==> config.mk <==
export PLATFORM = sky130hd
export DESIGN_NAME = uart_clk_gen
export DESIGN_NICKNAME = d
export VERILOG_FILES = /design/src/rtl/uart_clk_gen.sv
export SDC_FILE = /design/constraint.sdc
export NUM_CORES = 1
export LEC_CHECK = 0
export CAP_MARGIN = 40
export CORE_ASPECT_RATIO = 0.9
export CORE_MARGIN = 3
export CORE_UTILIZATION = 43
export CTS_BUF_LIST = sky130_fd_sc_hd__clkbuf_2
export DETAILED_ROUTE_END_ITERATION = 7
export SYNTH_ARGS = -nofsm -noshare
export SYNTH_HDL_FRONTEND = slang
export SYNTH_SLANG_ARGS = --single-unit
==> constraint.sdc <==
create_clock -name clk -period 5.19 [get_ports clk]
set_input_delay 0.519 -clock clk [delete_from_list [all_inputs] [get_ports clk]]
set_output_delay 0.519 -clock clk [all_outputs]
set_load 0.005 [all_outputs]
==> src/rtl/uart_clk_gen.sv <==
// Baud-rate enable generator: rx_clk_en at OVERSAMPLE x baud, tx_clk_en at baud.
// The tx strobe coincides with every OVERSAMPLE-th rx strobe, so the two stay phase-locked.
module uart_clk_gen #(
  parameter int CLK_FREQ        = 50_000_000,
  parameter int OVERSAMPLE      = 16,
  parameter int BAUD_RATES [16] = '{300, 600, 1200, 2400, 4800, 9600, 14400, 19200,
                                    28800, 38400, 57600, 115200, 230400, 460800,
                                    921600, 1000000}
) (
  input  logic       clk,
  input  logic       arst,
  input  logic       active,
  input  logic [3:0] baud_rate,
  output logic       tx_clk_en,
  output logic       rx_clk_en
);

  typedef int div_tab_t [16];

  function automatic div_tab_t calc_div();
    div_tab_t t;
    longint   den;
    for (int i = 0; i < 16; i++) begin
      den  = longint'(OVERSAMPLE) * longint'(BAUD_RATES[i]);
      t[i] = int'((longint'(CLK_FREQ) + den / 2) / den);
    end
    return t;
  endfunction

  function automatic int calc_max(div_tab_t t);
    int m;
    m = 0;
    for (int i = 0; i < 16; i++) begin
      if (t[i] > m) m = t[i];
    end
    return m;
  endfunction

  localparam div_tab_t RX_DIV  = calc_div();
  localparam int       MAX_DIV = calc_max(RX_DIV);
  localparam int       CNT_W   = $clog2(MAX_DIV);
  localparam int       OS_W    = $clog2(OVERSAMPLE);
  localparam logic [OS_W-1:0] OS_LAST = OS_W'(OVERSAMPLE - 1);

  // A divisor below 2 would let a strobe stay high on consecutive cycles.
  for (genvar g = 0; g < 16; g++) begin : g_div_chk
    if (RX_DIV[g] < 2) begin : g_bad
      $error("uart_clk_gen: RX_DIV[%0d] = %0d is below 2", g, RX_DIV[g]);
    end
  end

  logic [3:0]       baud_q, baud_d;
  logic [CNT_W-1:0] cnt_q, cnt_d;
  logic [OS_W-1:0]  os_q, os_d;
  logic             rx_en_q, rx_en_d;
  logic             tx_en_q, tx_en_d;
  logic [CNT_W-1:0] div_m1;

  assign div_m1 = CNT_W'(RX_DIV[baud_q] - 1);

  always_comb begin
    baud_d  = baud_rate;
    cnt_d   = cnt_q;
    os_d    = os_q;
    rx_en_d = 1'b0;
    tx_en_d = 1'b0;
    if (!active || (baud_rate != baud_q)) begin
      cnt_d = '0;
      os_d  = '0;
    end else if (cnt_q >= div_m1) begin
      // >= rather than == so a stale count above the new terminal value still wraps.
      cnt_d   = '0;
      rx_en_d = 1'b1;
      tx_en_d = (os_q == OS_LAST);
      os_d    = (os_q == OS_LAST) ? '0 : os_q + OS_W'(1);
    end else begin
      cnt_d = cnt_q + CNT_W'(1);
    end
  end

  always_ff @(posedge clk or posedge arst) begin
    if (arst) begin
      baud_q  <= '0;
      cnt_q   <= '0;
      os_q    <= '0;
      rx_en_q <= 1'b0;
      tx_en_q <= 1'b0;
    end else begin
      baud_q  <= baud_d;
      cnt_q   <= cnt_d;
      os_q    <= os_d;
      rx_en_q <= rx_en_d;
      tx_en_q <= tx_en_d;
    end
  end

  assign rx_clk_en = rx_en_q;
  assign tx_clk_en = tx_en_q;

endmodule

==> metrics.csv <==
stage;metric;value;unit
floorplanning;io_pins;9;
timing;setup_violations;0;
clocking;cts-resized-gates;0;
timing;fmax;238.3;MHz
synthesis;ys_seq_area_share;29.68;%
final_layout;antennaDiodeCount;0;
clocking;postCtsSetupRepairBufs;0;
routing;drtIter0Drc;63;
routing;vias;1636;
clocking;cts_tree;built;
floorplanning;start_util;45.07;%
worst_setup_path;crit_path_max_incr_delay;650;ps
timing;rsz0062_at_grt;false;
worst_setup_path;slowest_stage;dfrtp_1;
worst_setup_path;crit_chain;inv_1, ha_1, or3b_2, o211ai_1, a31oi_1, or4b_4, a21boi_1, ha_1, nand4_1, nor3_1, inv_1, o211ai_1, buf_4, nor2_1;
synthesis;yosys_warnings;0;
final_layout;post-route-util;48.38;%
routing;postRouteAntennaNets;0;
flow_run;max-cap-violations;0;
worst_setup_path;critPathKind;reg2reg;
floorplanning;die_w;78.31;um
floorplanning;coreArea;0.004489;mm2
run_status;outcome;finished, final reports clean;
routing;wl_per_cell;14.06;um
final_layout;finalNetCount;268;
synthesis;synth_top_family_by_area;simple AND/OR/NAND/NOR gates;
global_routing;track_usage;16.11;%
floorplanning;die_h;71.08;um
global_routing;grt_first_pass_wirelength;7196;um
synthesis;yosys_most_used_dff;dfrtp_1;
timing;maxSlewHeadroom;48.16;%
synthesis;synth_compound_area_share;18.18;%
final_layout;drive_above_1_share;5.508;%
placement;dpl_worst_slack;1022;ps
global_routing;grt_pass1_vias;1526;
synthesis;ys_async_sr_fraction;100.0;%
synthesis;synthesis.nets;262;
global_routing;grt_antenna_before_repair;0;
placement;place_hpwl;3252;um
placement;gp_congestion;0.8358;
timing;worst_pin_slew;777.6;ps
worst_setup_path;critPathLaunchType;flip-flop;
synthesis;synth_mux_area_share;2.968;%
timing;clock-skew-final;10.44;ps
placement;dpl-instance-area;0.002153;mm2
routing;drt-vias-per-instance;5.490;
synthesis;synthCells;231;
final_layout;fin_area;0.002172;mm2
synthesis;synthDistinctLibCells;50;
synthesis;synth_fa_ha_area_share;14.84;%
clocking;cts_buffers;3;
global_routing;overflow;0;
clocking;postCtsHoldBufs;0;
final_layout;fillers;454;
power;leakagePower;0.9581;nW
clocking;clkLatencyLatePin;350;ps
synthesis;syn-cell-area;0.002023;mm2
final_layout;area_delta_synth_final;7.359;%
timing;drv_slew;0;
timing;setup-tns-final;0;ps
clocking;root_buffer;clkbuf_2;
timing;whs;435.0;ps
worst_setup_path;required;5460;ps
synthesis;synth-xor-area-share;9.524;%
worst_setup_path;critPathMaxFanout;15;
floorplanning;rows;23;
worst_setup_path;crit_buf_inv;3;
worst_setup_path;crit_family;simple AND/OR/NAND/NOR gates;
worst_setup_path;cp.arrival;4460;ps
power;cellPowerDensity;167.0;mW/mm2
worst_hold_path;hold_class;in2async;
clocking;cts.sinks;24;
timing;finalCritPeriodShare;80.86;%
routing;drc_errors;0;
worst_setup_path;worst_setup_path_end_kind;flip-flop;
synthesis;synth_edf_count;0;
timing;hold_viol;0;
synthesis;synth_area_per_cell;8.758;um2
placement;dp_cells;294;
clocking;cts_buffer_depth;2;
synthesis;synth_seq_cells;24;
floorplanning;dieArea;0.005566;mm2
timing;finalCriticalPeriod;4196;ps
clocking;htree_levels;1;
synthesis;synthSimpleGateAreaFrac;20.66;%
routing;first_pass_iters;4;
final_layout;stdcell_count;298;
clocking;path_clk_slew;230;ps
global_routing;grt_max_degree;27;
timing;setup_ws;993.6;ps
routing;routed_wl;4191;um
power;peakVddDrop;0.00007946;V
power;power;362.8;uW
placement;port_buffers;8;
==> synth_stat cells, types with 4 or more instances <==
| master | count | area share (%) |
|---|---|---|
| o21ai_0 | 10 | 2.5 |
| and3_1 | 5 | 1.5 |
| nand3_1 | 9 | 2.2 |
| nor2_1 | 23 | 4.3 |
| inv_1 | 7 | 1.3 |
| dfrtp_1 | 24 | 30 |
| xnor2_1 | 6 | 2.6 |
| ha_1 | 24 | 15 |
| a21oi_1 | 15 | 3.7 |
| xor2_1 | 16 | 6.9 |
| mux2i_1 | 6 | 3.0 |
| nand2_1 | 24 | 4.5 |
| nand4_1 | 4 | 1.2 |
==> placed cells by master, fill, tap and decap left out, types with 3 or more instances in the layout <==
cell type	n
nor2_1	23
nand4_1	4
ha_1	24
o21ai_0	10
xor2_1	16
nand3_1	9
clkbuf_2	3
a21oi_1	15
nand2_1	24
o211ai_1	3
o21a_1	3
nor3_1	3
nand2b_1	3
clkdlybuf4s50_1	8
mux2i_1	6
and3_1	5
dfrtp_1	24
xnor2_1	6
inv_1	7
==> final timing paths <==
path                       cells past startpoint         to  slack (ps)      start
setup / recovery                              14  cnt_q[10]         990  baud_q[1]
hold / removal                                 2   cnt_q[8]         440       arst
setup reg to reg                              14  cnt_q[10]         990  baud_q[1]
hold reg to reg                                1   cnt_q[0]         570   cnt_q[0]
max in group asynchronous                      3  baud_q[1]        4300       arst
min in group clk                               1   cnt_q[0]         570   cnt_q[0]
==> kinds of logic (layout without fill, tap and decap cells) <==
kind of cell	after synthesis	in the layout
compound gates	53	53
xor+xnor	22	22
fa+ha+maj	24	24
buf+inv	17	22
flops	24	24
mux	6	6
simple gates	85	85
==> layout make-up <==
type,instances,area (um2),share of cell area [%]
Clock inverter,1,3.754,0.1728
Inverter,7,26.28,1.210
Tap cell,62,77.57,3.571
Sequential cell,24,600.6,27.65
Multi-Input combinational cell,190,1339,61.64
Clock buffer,3,15.01,0.6912
Timing Repair Buffer,11,110.1,5.069
==> metal layers <==
layer	share of wire [%]	wire (um)	GRT usage (%)
met1	53	2213	23.16
met2	43	1811	25.00
met3	2.3	98	1.908
met4	1.6	68	5.825
met5	0	0	0
==> registers in the layout, summed over array words and instances, names as in the netlist <==
name       cells
tx_clk_en      1
os_q           4
baud_q         4
rx_clk_en      1
cnt_q         14
==> power by group <==
part / switching, mW / internal (mW)
clock network: 0.0572 / 0.0167
registers: 0.00881 / 0.189
logic: 0.0513 / 0.0397
total: 0.117 / 0.245
Note: power is estimated with default switching activity, not from simulation.
